==> src/rtl/pipe_stage_elastic_if.sv <==
// Handshake bundle for one elastic pipeline boundary (decode -> execute).
// Signals: in_valid/in_ready/in_data/in_ctrl on the upstream side,
//          out_valid/out_ready/out_data/out_ctrl on the downstream side.
// Modports: slave = the pipeline stage itself, master = the surrounding logic driving it.
interface pipe_stage_elastic_if #(
    parameter int DATA_W = 96,
    parameter int CTRL_W = 24
);
    logic              in_valid;
    logic              in_ready;
    logic [DATA_W-1:0] in_data;
    logic [CTRL_W-1:0] in_ctrl;
    logic              out_valid;
    logic              out_ready;
    logic [DATA_W-1:0] out_data;
    logic [CTRL_W-1:0] out_ctrl;

    modport slave (
        input  in_valid, in_data, in_ctrl, out_ready,
        output in_ready, out_valid, out_data, out_ctrl
    );

    modport master (
        output in_valid, in_data, in_ctrl, out_ready,
        input  in_ready, out_valid, out_data, out_ctrl
    );
endinterface

==> src/rtl/pipe_stage_elastic.sv <==
// Elastic decode-to-execute register: 2-entry skid (main + skid), sync flush kills ctrl.
// Latency 1 cycle from accept to out_valid; 1 entry/cycle sustained when out_ready=1.
// Backpressure: in_ready = ~skid_valid straight from a flop, never combinational on out_ready.
// Ports: clk, reset (async, active-low), flush, bus (pipe_stage_elastic_if.slave),
//        stall_cnt / bubble_cnt (live only when PIPE_STAGE_STATS_EN is defined, else 0).
module pipe_stage_elastic #(
    parameter int DATA_W = 96,
    parameter int CTRL_W = 24,
    parameter int STAT_W = 16
) (
    input  logic                 clk,
    input  logic                 reset,
    input  logic                 flush,
    pipe_stage_elastic_if.slave  bus,
    output logic [STAT_W-1:0]    stall_cnt,
    output logic [STAT_W-1:0]    bubble_cnt
);

    // State encoding is {sv, mv}, so the valid bits are the state flops themselves.
    typedef enum logic [1:0] {
        ST_EMPTY = 2'b00,
        ST_FULL  = 2'b01,
        ST_SKID  = 2'b11
    } state_t;

    state_t            state;
    state_t            state_nxt;
    logic [DATA_W-1:0] mdata;
    logic [DATA_W-1:0] sdata;
    logic [CTRL_W-1:0] mctrl;
    logic [CTRL_W-1:0] sctrl;
    logic              mv;
    logic              sv;
    logic              accept;
    logic              drain;
    logic              load_main_in;
    logic              load_main_skid;
    logic              load_skid;
    logic              clear_main;

    assign mv     = state[0];
    assign sv     = state[1];
    assign accept = bus.in_valid & ~sv & ~flush;
    assign drain  = mv & bus.out_ready;

    // State register
    always_ff @(posedge clk or negedge reset) begin
        if (!reset) begin
            state <= ST_EMPTY;
        end else begin
            state <= state_nxt;
        end
    end

    // Next-state logic; flush wins over every transition
    always_comb begin
        state_nxt = state;
        if (flush) begin
            state_nxt = ST_EMPTY;
        end else begin
            case (state)
                ST_EMPTY: if (accept) state_nxt = ST_FULL;
                ST_FULL: begin
                    if (accept && !drain)      state_nxt = ST_SKID;
                    else if (!accept && drain) state_nxt = ST_EMPTY;
                end
                ST_SKID:  if (drain) state_nxt = ST_FULL;
                default:  state_nxt = ST_EMPTY;
            endcase
        end
    end

    // Output logic: handshake outputs and datapath load strobes
    always_comb begin
        bus.in_ready   = ~sv;
        bus.out_valid  = mv;
        bus.out_data   = mdata;
        bus.out_ctrl   = mctrl;
        load_main_in   = 1'b0;
        load_main_skid = 1'b0;
        load_skid      = 1'b0;
        clear_main     = 1'b0;
        case (state)
            ST_EMPTY: load_main_in = accept;
            ST_FULL: begin
                load_main_in = accept & drain;
                load_skid    = accept & ~drain;
                clear_main   = ~accept & drain;
            end
            ST_SKID:  load_main_skid = drain;
            default: ;
        endcase
    end

    // Payload registers. Ctrl is zeroed whenever its entry goes invalid so that
    // out_ctrl is always safe to use unqualified; data is left as don't-care.
    always_ff @(posedge clk or negedge reset) begin
        if (!reset) begin
            mdata <= '0;
            mctrl <= '0;
            sdata <= '0;
            sctrl <= '0;
        end else if (flush) begin
            mctrl <= '0;
            sctrl <= '0;
        end else begin
            if (load_main_in) begin
                mdata <= bus.in_data;
                mctrl <= bus.in_ctrl;
            end else if (load_main_skid) begin
                mdata <= sdata;
                mctrl <= sctrl;
            end else if (clear_main) begin
                mctrl <= '0;
            end

            if (load_skid) begin
                sdata <= bus.in_data;
                sctrl <= bus.in_ctrl;
            end else if (load_main_skid) begin
                sctrl <= '0;
            end
        end
    end

`ifdef PIPE_STAGE_STATS_EN
    localparam logic [STAT_W-1:0] STAT_ONE = {{(STAT_W-1){1'b0}}, 1'b1};

    // Saturating counters; flush deliberately does not touch them
    always_ff @(posedge clk or negedge reset) begin
        if (!reset) begin
            stall_cnt  <= '0;
            bubble_cnt <= '0;
        end else begin
            if (mv && !bus.out_ready && !(&stall_cnt)) begin
                stall_cnt <= stall_cnt + STAT_ONE;
            end
            if (!mv && !(&bubble_cnt)) begin
                bubble_cnt <= bubble_cnt + STAT_ONE;
            end
        end
    end
`else
    assign stall_cnt  = '0;
    assign bubble_cnt = '0;
`endif

endmodule

==> src/flat_wrapper.sv <==
// flat-port wrapper written by rule: the top's interface ports become plain ports
module pipe_stage_elastic_flat 
#(
    parameter int DATA_W = 96,
    parameter int CTRL_W = 24,
    parameter int STAT_W = 16
)
  (clk, reset, flush, stall_cnt, bubble_cnt, bus_in_valid, bus_in_data, bus_in_ctrl, bus_out_ready, bus_in_ready, bus_out_valid, bus_out_data, bus_out_ctrl);
  pipe_stage_elastic_if #(.DATA_W(DATA_W), .CTRL_W(CTRL_W)) bus_i ();
  input  logic clk;
  input  logic reset;
  input  logic flush;
  output logic [STAT_W-1:0] stall_cnt;
  output logic [STAT_W-1:0] bubble_cnt;
  input wire logic [$bits(bus_i.in_valid)-1:0] bus_in_valid;
  input wire logic [$bits(bus_i.in_data)-1:0] bus_in_data;
  input wire logic [$bits(bus_i.in_ctrl)-1:0] bus_in_ctrl;
  input wire logic [$bits(bus_i.out_ready)-1:0] bus_out_ready;
  output wire logic [$bits(bus_i.in_ready)-1:0] bus_in_ready;
  output wire logic [$bits(bus_i.out_valid)-1:0] bus_out_valid;
  output wire logic [$bits(bus_i.out_data)-1:0] bus_out_data;
  output wire logic [$bits(bus_i.out_ctrl)-1:0] bus_out_ctrl;
  assign bus_i.in_valid = bus_in_valid;
  assign bus_i.in_data = bus_in_data;
  assign bus_i.in_ctrl = bus_in_ctrl;
  assign bus_i.out_ready = bus_out_ready;
  assign bus_in_ready = bus_i.in_ready;
  assign bus_out_valid = bus_i.out_valid;
  assign bus_out_data = bus_i.out_data;
  assign bus_out_ctrl = bus_i.out_ctrl;
  pipe_stage_elastic #(.DATA_W(DATA_W), .CTRL_W(CTRL_W), .STAT_W(STAT_W)) u_core (.clk(clk), .reset(reset), .flush(flush), .bus(bus_i), .stall_cnt(stall_cnt), .bubble_cnt(bubble_cnt));
endmodule
==> config.mk <==
export PLATFORM = sky130hd
export DESIGN_NAME = pipe_stage_elastic_flat
export DESIGN_NICKNAME = d
export VERILOG_FILES = /design/src/rtl/pipe_stage_elastic_if.sv /design/src/rtl/pipe_stage_elastic.sv /design/src/flat_wrapper.sv
export SDC_FILE = /design/constraint.sdc
export NUM_CORES = 1
export LEC_CHECK = 0
export ABC_AREA = 1
export CAP_MARGIN = 20
export CORE_ASPECT_RATIO = 0.9
export CORE_MARGIN = 4
export CORE_UTILIZATION = 45
export CTS_CLUSTER_SIZE = 30
export DETAILED_ROUTE_END_ITERATION = 8
export HOLD_SLACK_MARGIN = 0.02
export PLACE_DENSITY = 0.84
export SYNTH_ARGS = -nofsm -noshare
export SYNTH_HDL_FRONTEND = slang
export SYNTH_SLANG_ARGS = --single-unit
==> constraint.sdc <==
create_clock -name clk -period 2.7 [get_ports clk]
set_clock_uncertainty 0.2 [all_clocks]
set_input_delay 0.81 -clock clk [delete_from_list [all_inputs] [get_ports clk]]
set_output_delay 0.81 -clock clk [all_outputs]
set_load 0.01 [all_outputs]
==> results of run 1 <==
layout make-up:
class	instances	area, sq um	share of cell area [%]
multi-input cells	903	4530	29.9
clock inverters	10	111	0.736
well taps	336	420	2.78
repair buffers	290	3030	20.0
flip-flops and latches	242	6060	40.0
clock buffers	36	769	5.08
inverters	59	223	1.47
cell usage in the layout (no fill, tap or decap):
cell and count:
clkbuf_8 6, nand3_1 172, nand2_2 1, clkbuf_16 27, buf_12 18, inv_1 54
dfrtp_1 242, buf_8 1, clkdlybuf4s50_1 244, ha_1 7, nand3b_1 1, clkinv_2 6
nor2_1 3, dlymetal6s2s_1 1, nand4_4 1, nand2_4 4, bufinv_16 2, a21oi_1 1
mux2_2 33, conb_1 32, o21ai_0 2, buf_4 25, o22ai_1 24, clkinv_4 3
dlygate4sd3_1 1, nand3_2 1, a211oi_2 1, nor2_4 1, inv_2 4, mux2_1 63
clkbuf_1 3, nand2_1 556
worst min-delay path, delay by kind of cell (launching register included):
kind,cells,cell delay (ps)
DFF,1,340
and+or+nand+nor,2,100
power by group:
group	switching [W]	internal, W
logic	0.00255	0.00283
clock network	0.00146	0.00218
registers	0.000845	0.00513
total	0.00485	0.0101
routing by layer:
layer,wire [microns],vias up,global-route usage (%)
met5,13,-,0
met4,610,2,5.20
met3,2200,48,4.84
met2,14600,337,36.7
met1,12600,4593,27.3
li1,-,4504,-
registers in the layout, indices dropped and copies added (netlist names):
| name | count |
|---|---|
| u_core.bus.out_ctrl | 24 |
| u_core.bus.out_data | 96 |
| u_core.sctrl | 24 |
| u_core.sdata | 96 |
| u_core.state | 2 |
repair_timing:
action / 4_1_cts / 5_1_grt
endpoints found under the setup margin: 1 / 1
endpoints found under the hold margin: 3 / 0
hold buffers: 1 / 0
gates resized for setup: 1 / 1
setup buffers: 0 / 0
metrics by stage:
step | power (W) | setup TNS, ps
after detailed placement | 0.0114 | -39800
after CTS | 0.0151 | 0
after floorplan | 0.00876 | 0
after global placement | 0.0111 | -33830
final | 0.0150 | 0
after global routing | 0.0160 | 0
cells by family after synthesis:
logic type	share of synthesized area (%)
simple gates	26.7
flops	53.5
buf+inv	7.91
mux	9.54
compound gates	1.57
fa+ha+maj	0.773
other cells	0.0331
path summary, 6_finish.rpt:
check | endpoint
hold reg to reg | u_core.bus.out_data[47]
setup / recovery | bus_out_valid
hold / removal | u_core.bus.out_data[47]
min in group asynchronous | u_core.bus.out_data[27]
max in group asynchronous | u_core.sdata[90]
setup reg to reg | u_core.sdata[39]
==> summary.md, run 1 <==
| Metric | Value |
|---|---|
| Status | finished, final reports clean |
| H-tree Lvls | 1 |
| Number of hold violations in the final report | 0 |
| Clock Latency Late Sink | about 520 ps |
| Iteration-0 DRC count of the detailed router | roughly 680 |
| Worst hold stages | 2 |
| Highest attainable clock frequency | around 390 MHz |
| Y dimension of the die | about 160 microns |
| Worst Path Max Fanout | 5 |
| TritonCTS clock tree | yes |
| Critical path endpoint category | output pin |
| Filler instances | between 2000 and 2500 |
| Overall global routing resource usage | between 20% and 30% |
| Share of async-settable or async-resettable flops after synthesis | 100% |
| Worst R2R Path Depth | 9 |
| Number of sinks on the clock net | approximately 240 |
| Peak supply drop | approximately 0.74 mV |
| Worst Hold Slack | roughly 280 ps |
| CTS Buffer Depth | 3 |
| Total number of cells along the worst setup path | 1 |
| Initial cell density of the core | 46.2% |
| Delay contributed by the slowest stage of the critical path | 580 ps |
| Critical path startpoint | u_core.state[0] |
| Worst Path Arrival | 1550 ps |
| Cell Count, Final, Fillers Out | ~1900 |
| Floorplan core area | about 25000 sq um |
| Mean cell area of the mapped netlist | 8.79 sq um |
| Area fraction of the dominant cell type after synthesis | between 50 and 60% |
| Post-route core utilization | 61.7% |
| Post-Place Worst Slack | -224 ps |
| Worst setup path category | reg2out |
| Critical path cell sequence | clkdlybuf4s50_1 |
| Final WS setup | between 100 and 150 ps |
| Worst R2R Start | u_core.state[1] |
| Post-DP HPWL | a little under 20 mm |
| Detailed Routing Iterations Pass 1 | 5 |
| Number of flip-flops and latches in the synthesized netlist | 242 |
| Library cell with the largest summed area after synthesis | dfrtp_1 |
| Yosys warning count | 0 |
| Total setup violations reported at the end of the flow | 0 |
| Number of inserted diodes | 0 |
| Root buf cell | clkbuf_16 |
| Sum of overflow across all layers after global routing | 0 |
| Routed len/inst | roughly 16 microns |
| X dimension of the die | between 150 and 200 microns |
| Antenna violations before repair | 1 |
| TritonCTS buffer count | 26 |
| Source of the worst hold timing path | u_core.bus.out_data[47] |
| Final max-slew violation count | 0 |
| Top cell family by delay on the critical path | buffers and inverters |
| Critical Path Source Type | flip-flop |
| Fraction of layout instances using a drive strength above 1 | just under 9% |
| Slowest cell on crit path | clkdlybuf4s50_1 |
| Routed vias/inst | between 5 and 6 |
| Vias in the first global route | between 9000 and 10000 |
| Power per cell area | slightly below 1000 nW/um^2 |
| Number of nets in the layout | between 1500 and 2000 |
| Post-synthesis instance area | 11300 sq um |
| Most used DFF post-synth | dfrtp_1 |
| Area enclosed by the die boundary | between 20000 and 30000 sq um |
| Unrepaired setup endpoints after global routing | no |
| Placed cell areas | roughly 14000 sq um |
| Post-synthesis cell count | 1288 |
| DRT Wirelength | about 30 mm |
| Post-synth top cells | nand2_1, dfrtp_1, nand3_1 |
| Number of enable flip-flop cells after synthesis | 0 |
| Post-route clock period utilization | a little over nine tenths |
| Area overhead of the layout relative to synthesis | 33.6% |
| First-pass GRT wire length | 48.9 mm |
| DRC violation count after routing | 0 |
| Cell types with the largest area share after synthesis | dfrtp_1, nand2_1, nand3_1 |
| Largest net degree at the start of global routing | 97 |
| Routed Antenna Nets | 0 |
| Maxcap violations | 0 |
| Hold Path Class | reg2reg |
| Leakage | 7.63 nW |
| Reg-to-reg slack, setup | between 500 and 600 ps |
| Cell count after placement | approximately 1800 |
| Ports | 279 |
| Number of vias in the routed layout | ~9500 |
| Number of port buffers | 246 |
| Netlist cell types | 24 |
| Top-count cell post-synth | nand2_1 |
| CP bufs+invs | 1 |
| Final critical-path required period | between 2000 and 3000 ps |
| Register area share after synthesis | between 50 and 60% |
| Required time of the critical path | between 1500 and 2000 ps |
| Clock-pin transition on the worst setup and hold timing paths | about 60 ps |
| Non-Filler Cell Area, Final | ~15000 sq um |
| Row count | 54 |
| GPL Wtd Cong | slightly above 0.8 |
No activity file was read; power rests on OpenSTA's default activity.
==> run 2, diff against run 1 <==
--- a/config.mk
+++ b/config.mk
@@ -9,11 +9,12 @@
 export CAP_MARGIN = 20
 export CORE_ASPECT_RATIO = 0.9
 export CORE_MARGIN = 4
-export CORE_UTILIZATION = 45
+export CORE_UTILIZATION = 50
+export CTS_CLUSTER_DIAMETER = 30
 export CTS_CLUSTER_SIZE = 30
 export DETAILED_ROUTE_END_ITERATION = 8
 export HOLD_SLACK_MARGIN = 0.02
-export PLACE_DENSITY = 0.84
+export PLACE_DENSITY = 0.91
 export SYNTH_ARGS = -nofsm -noshare
 export SYNTH_HDL_FRONTEND = slang
 export SYNTH_SLANG_ARGS = --single-unit
==> run 2 against run 1 <==
Cell area grew 4.7%. Wire length is 10% higher. Sequential cell count unchanged. Critical path depth increased by 1. Count of clock-buffer cells in the layout grew 22. Via count up 7.9%. Largest power group unchanged. Utilization rose by 10 points. Critical path type unchanged. Clock power grew 63%. Critical endpoint is now bus_in_ready. Highest routed layer is now met4.
==> summary.md, run 2 (synthesis results as in run 1) <==
| Metric | Value |
|---|---|
| Maxcap violations | 0 (unchanged) |
| Slowest cell on crit path | clkdlybuf4s50_1 (unchanged) |
| Clock Latency Late Sink | 510 ps (was 520 ps) |
| Post-DP HPWL | 21.0 mm (was 19.8 mm) |
| Total Power Consumption | 0.0175 W (was 0.0150 W) |
| Number of nets in the layout | 1678 (was 1654) |
| Post-route clock period utilization | 98.2% (was 94.8%) |
| Total area of sequential cells | 6060 sq um (unchanged) |
| Area overhead of the layout relative to synthesis | 39.8% (was 33.6%) |
| Initial cell density of the core | 51.6% (was 46.2%) |
| Root buf cell | clkbuf_16 (unchanged) |
| Top library cells by usage in the layout, fill and taps aside | nand2_1, clkdlybuf4s50_1, dfrtp_1, nand3_1, mux2_1 (unchanged) |
| Fraction of layout instances using a drive strength above 1 | 11.0% (was 8.70%) |
| Peak supply drop | 0.603 mV (was 0.742 mV) |
| Status | finished, final reports clean (unchanged) |
| Reg-to-reg critical path endpoint | u_core.bus.out_data[84] (was u_core.sdata[39]) |
| Row count | 51 (was 54) |
| Sum of overflow across all layers after global routing | 0 (unchanged) |
| Overall global routing resource usage | 25.9% (was 21.2%) |
| X dimension of the die | 167 microns (was 175 microns) |
| Post-CTS setup-driven buffer insertion count | 0 (unchanged) |
| Relative slew slack | 66.2% |
| Y dimension of the die | 151 microns (was 159 microns) |
| Total setup violations reported at the end of the flow | 0 (unchanged) |
| Cell count after placement | 1789 (was 1829) |
| CTS Buffer Depth | 3 (unchanged) |
| Highest attainable clock frequency | 377 MHz (was 391 MHz) |
| TritonCTS clock tree | yes (unchanged) |
| Number of port buffers | 246 (unchanged) |
| Number of hold violations in the final report | 0 (unchanged) |
| Worst R2R Path Depth | 10 (was 9) |
| Iteration-0 DRC count of the detailed router | 1037 (was 681) |
| Power per cell area | 1100 nW/um^2 (was 990 nW/um^2) |
| Worst Tran Pin Value | ~510 ps |
| Number of inserted diodes | 0 (unchanged) |
| Leakage | 7.99 nW (was 7.63 nW) |
| H-tree Lvls | 2 (was 1) |
| Floorplan core area | 22000 sq um (was 24500 sq um) |
| Worst Path Arrival | 1640 ps (was 1550 ps) |
| Reg-to-reg slack, setup | 470 ps (was 520 ps) |
| Routed len/inst | 17.7 microns (was 16.0 microns) |
| Quantity of hold-fixing buffers added after cts | 0 (was 1) |
| Cell Count, Final, Fillers Out | 1873 (was 1876) |
| Worst R2R Start | u_core.state[1] (unchanged) |
| First-pass GRT wire length | 53.5 mm (was 48.9 mm) |
| Worst setup path category | reg2out (unchanged) |
| DRT Wirelength | 33.1 mm (was 30.1 mm) |
| Filler instances | 1449 (was 2007) |
| Critical Path Source Type | flip-flop (unchanged) |
| Required time of the critical path | 1690 ps (about the same) |
| Critical path cell sequence | inv_2 > clkdlybuf4s50_1 (was clkdlybuf4s50_1) |
| Detailed Routing Iterations Pass 1 | 5 (unchanged) |
| Area taken by multi-input logic gates | 4530 sq um (unchanged) |
| Antenna violations before repair | 0 (was 1) |
| Final critical-path required period | 2650 ps (was 2560 ps) |
| Hold Path Class | in2async (was reg2reg) |
| Number of sinks on the clock net | 242 (unchanged) |
| Final max-slew violation count | 0 (unchanged) |
| Worst Path Max Fanout | 6 (was 5) |
| GPL Wtd Cong | 0.809 (was 0.820) |
| DRC violation count after routing | 0 (unchanged) |
| Most common cell after layout, fill and taps aside | nand2_1 (unchanged) |
| Vias in the first global route | 10800 (was 9807) |
| Area enclosed by the die boundary | 25100 sq um (was 27800 sq um) |
| Number of vias in the routed layout | 10200 (was 9484) |
| Ports | 279 (unchanged) |
| Delay contributed by the slowest stage of the critical path | 570 ps (was 580 ps) |
| Critical path endpoint category | output pin (unchanged) |
| Unrepaired setup endpoints after global routing | no (unchanged) |
| Largest net degree at the start of global routing | 97 (unchanged) |
| Clock-pin transition on the worst setup and hold timing paths | 50 ps (was 60 ps) |
| Routed Antenna Nets | 0 (unchanged) |
| TritonCTS buffer count | 46 (was 26) |
| Routed vias/inst | 5.47 (was 5.06) |
## run 2: changes by cell type in the layout (fill, tap and decap cells not counted), moves of 3 or more
cell	delta
buf_4	+6
bufinv_16	+5
clkbuf_1	+3
clkbuf_16	+22
clkbuf_8	-3
clkinv_2	+3
clkinvlp_4	+6
inv_6	+3
## run 2: cell type report
cell class,count,share of cell area (%)
clock buffers,58,8.14
clock inverters,26,2.14
inverters,59,1.41
multi-input cells,903,28.6
flip-flops and latches,242,38.2
well taps,291,2.30
repair buffers,294,19.2
## run 2: timing repair
item / 4_1_cts / 5_1_grt
setup endpoints to repair: 1 / 0
hold endpoints to repair: 0 / 0
resized for setup: 1 / 0
## run 2: critical path, delay by kind of cell (launching register included)
kind | cells | cell delay, ps
DFF | 1 | 410
buffers and inverters | 2 | 720
## run 2: report_power, final
| part | total (W) | switching, W | internal, W |
|---|---|---|---|
| Clock | 0.00593 | 0.00188 | 0.00405 |
| Sequential | 0.00606 | 0.000920 | 0.00514 |
| Combinational | 0.00552 | 0.00267 | 0.00284 |
| Total | 0.0175 | 0.00547 | 0.0120 |
## run 2: worst max-delay path by stage
| stage | start | endpoint | depth (start not counted) |
|---|---|---|---|
| 2_1_floorplan | bus_in_valid | u_core.sdata[24] | 9 |
| 3_3_place_gp | bus_in_valid | u_core.state[1] | 12 |
| 3_5_place_dp | bus_in_valid | u_core.state[1] | 12 |
| 4_1_cts | u_core.state[1] | bus_in_ready | 2 |
| 5_1_grt | u_core.state[1] | bus_in_ready | 2 |
| 6_report | u_core.state[1] | bus_in_ready | 2 |
## run 2: through the flow
step / TNS (ps) / hold WS [ps] / instance area [sq um] / util [%] / setup WS [ps]
floorplan: 0 / 265 / 11400 / - / 354
global placement: -22630 / 261 / 14200 / 64.7 / -165
CTS: 0 / 47.6 / 15800 / 72.2 / 49.2
finish: 0 / 40.2 / 15800 / 72.2 / 48.6
global route: 0 / 61.2 / 15800 / 72.2 / 2.22
detailed placement: -32100 / 264 / 14200 / 64.7 / -208
## run 2: per-layer routing
metal | routed length [microns] | vias up | track usage (%) | share of wire (%)
li1 | - | 4578 | - | -
met5 | 0 | - | 0 | 0
met4 | 1440 | 0 | 12.0 | 4.3
met1 | 12500 | 4893 | 31.2 | 38
met3 | 2840 | 125 | 6.24 | 8.6
met2 | 16400 | 640 | 44.3 | 49
==> run 3, diff against run 2 <==
--- a/config.mk
+++ b/config.mk
@@ -13,6 +13,7 @@
 export CTS_CLUSTER_DIAMETER = 30
 export CTS_CLUSTER_SIZE = 30
 export DETAILED_ROUTE_END_ITERATION = 8
+export GPL_TIMING_DRIVEN = 0
 export HOLD_SLACK_MARGIN = 0.02
 export PLACE_DENSITY = 0.91
 export SYNTH_ARGS = -nofsm -noshare
==> run 3 against run 2 <==
Global-route usage barely moved. Via count decreased by 0.50%. Total power grew 0.75%. Largest cell class unchanged. Worst setup slack improved by 31 ps. Die area did not move. Critical endpoint unchanged. Critical path depth is the same. Clock power rose by 3.5%. Wire length decreased by 0.24%. Combinational power down 0.7%. Largest power group is now clock.
==> summary.md, run 3 (synthesis results as in run 1) <==
| Metric | Value |
|---|---|
| Final critical-path required period | 2620 ps (was 2650 ps) |
| Routed vias/inst | 5.24 (was 5.47) |
| Highest attainable clock frequency | 382 MHz (was 377 MHz) |
| Overall global routing resource usage | 25.9% (about the same) |
| Clock Latency Late Sink | 520 ps (was 510 ps) |
| Reg-to-reg critical path endpoint | u_core.sctrl[15] (was u_core.bus.out_data[84]) |
| Post-DP HPWL | 22.2 mm (was 21.0 mm) |
| Antenna violations before repair | 0 (unchanged) |
| Y dimension of the die | 151 microns (unchanged) |
| Routed len/inst | 17.0 microns (was 17.7 microns) |
| Maxcap violations | 0 (unchanged) |
| Row count | 51 (unchanged) |
| Final max-slew violation count | 0 (unchanged) |
| CTS Buffer Depth | 3 (unchanged) |
| Number of vias in the routed layout | 10200 (about the same) |
| WL met1 | 13.2 mm (was 12.5 mm) |
| Power per cell area | 1100 nW/um^2 (about the same) |
| Total number of cells along the worst setup path | 2 (unchanged) |
| Total length of routed met3 wires | 2.36 mm (was 2.84 mm) |
| Routed Antenna Nets | 0 (unchanged) |
| Critical path endpoint category | output pin (unchanged) |
| Reg-to-reg slack, setup | 370 ps (was 470 ps) |
| Critical Path Source Type | flip-flop (unchanged) |
| TritonCTS clock tree | yes (unchanged) |
| Required time of the critical path | 1690 ps (about the same) |
| Post-route core utilization | 73.1% (was 72.2%) |
| Iteration-0 DRC count of the detailed router | 837 (was 1037) |
| Clock-pin transition on the worst setup and hold timing paths | 50 ps (about the same) |
| Number of nets in the layout | 1746 (was 1678) |
| Critical path cell sequence | inv_2 > clkdlybuf4s50_1 (unchanged) |
| Quantity of hold-fixing buffers added after cts | 0 (unchanged) |
| Unrepaired setup endpoints after global routing | no (unchanged) |
| Worst R2R Start | u_core.state[1] (unchanged) |
| Detailed Routing Iterations Pass 1 | 5 (unchanged) |
| Floorplan core area | 22000 sq um (unchanged) |
| GPL Wtd Cong | 0.847 (was 0.809) |
| DRT Wirelength | 33.1 mm (about the same) |
| DRC violation count after routing | 0 (unchanged) |
| Slowest cell on crit path | clkdlybuf4s50_1 (unchanged) |
| H-tree Lvls | 2 (unchanged) |
| CP bufs+invs | 2 (unchanged) |
| Number of port buffers | 246 (unchanged) |
| Area overhead of the layout relative to synthesis | 41.6% (was 39.8%) |
| Leakage | 8.18 nW (was 7.99 nW) |
| Status | finished, final reports clean (unchanged) |
| Critical path startpoint | u_core.state[1] (unchanged) |
| Worst R2R Path Depth | 11 (was 10) |
| Number of sinks on the clock net | 242 (unchanged) |
| Worst setup path category | reg2out (unchanged) |
| Delay contributed by the slowest stage of the critical path | 560 ps (was 570 ps) |
| Peak supply drop | 0.760 mV (was 0.603 mV) |
| Top library cells by usage in the layout, fill and taps aside | nand2_1, clkdlybuf4s50_1, dfrtp_1, nand3_1, mux2_1 (unchanged) |
| Number of hold violations in the final report | 0 (unchanged) |
| Largest net degree at the start of global routing | 127 (was 97) |
| Sum of overflow across all layers after global routing | 0 (unchanged) |
| Area enclosed by the die boundary | 25100 sq um (unchanged) |
| Worst Tran Pin Value | 899 ps (was 507 ps) |
| Post-cts repair resize count | 14 (was 1) |
| Post-Place Worst Slack | -650 ps (was -208 ps) |
| Total Power Consumption | 0.0176 W (was 0.0175 W) |
| Vias in the first global route | 10500 (was 10800) |
| Post-CTS setup-driven buffer insertion count | 0 (unchanged) |
| First-pass GRT wire length | 53.0 mm (was 53.5 mm) |
| Worst Path Arrival | 1610 ps (was 1640 ps) |
| Top layer used by detailed routing | met4 (unchanged) |
| Final WS setup | 79.9 ps (was 48.6 ps) |
| Post-route clock period utilization | 97.0% (was 98.2%) |
| Worst Path Max Fanout | 6 (unchanged) |
| Number of inserted diodes | 0 (unchanged) |
| Relative slew slack | 40.0% (was 66.2%) |
| Initial cell density of the core | 51.6% (unchanged) |
| Root buf cell | clkbuf_16 (unchanged) |
| TritonCTS buffer count | 46 (unchanged) |
| Worst Hold Slack | 170 ps (was 40.2 ps) |
| Length of routed met2 wiring | 16.2 mm (was 16.4 mm) |
| Top cell family by delay on the critical path | buffers and inverters (unchanged) |
| Hold Path Class | in2async (unchanged) |
| Total setup violations reported at the end of the flow | 0 (unchanged) |
| Most common cell after layout, fill and taps aside | nand2_1 (unchanged) |
| Fraction of layout instances using a drive strength above 1 | 13.8% (was 11.0%) |
| Ports | 279 (unchanged) |
| X dimension of the die | 167 microns (unchanged) |
-- run 3: cell types whose count changed in the layout (fill, tap and decap cells not counted), moves of 4 or more --
| cell | before | now |
|---|---|---|
| buf_1 | 0 | 4 |
| buf_12 | 17 | 0 |
| buf_2 | 0 | 36 |
| buf_4 | 31 | 40 |
| buf_6 | 0 | 7 |
| clkbuf_1 | 6 | 16 |
| clkbuf_2 | 0 | 10 |
| clkbuf_4 | 0 | 7 |
-- run 3: report_power, final --
group | total [W] | switching [W] | internal, W
combinational | 0.00548 | 0.00265 | 0.00282
sequential | 0.00602 | 0.000879 | 0.00514
clock | 0.00614 | 0.00192 | 0.00423
total | 0.0176 | 0.00545 | 0.0122
-- run 3: layer usage --
layer / GRT usage, % / up-vias
met2: 44.6 / 459
met1: 32.3 / 4906
li1: - / 4718
met3: 5.48 / 102
met4: 10.3 / 0
met5: 0 / -
-- run 3: area by class of cell --
| class | instances | area (sq um) |
|---|---|---|
| flip-flops and latches | 242 | 6060 |
| fillers | 1473 | 5910 |
| multi-input cells | 903 | 4510 |
| repair buffers | 247 | 2500 |
| clock buffers | 55 | 1240 |
| plain buffers | 115 | 718 |
| clock inverters | 30 | 438 |
| well taps | 291 | 364 |
| inverters | 59 | 224 |
-- run 3: worst max-delay path by stage --
stage	end
detailed placement	u_core.sctrl[9]
global route	u_core.sctrl[8]
global placement	u_core.bus.out_data[78]
finish	bus_in_ready
CTS	u_core.bus.out_data[75]
floorplan	u_core.sdata[24]
-- run 3: stage by stage --
step	setup TNS (ps)	std cells	area [sq um]
after detailed placement	-120040	1857	14300
after global routing	0	1942	16000
after global placement	-2372660	1856	14300
after floorplan	0	1319	11400
after CTS	0	1942	16000
final	0	1942	16000
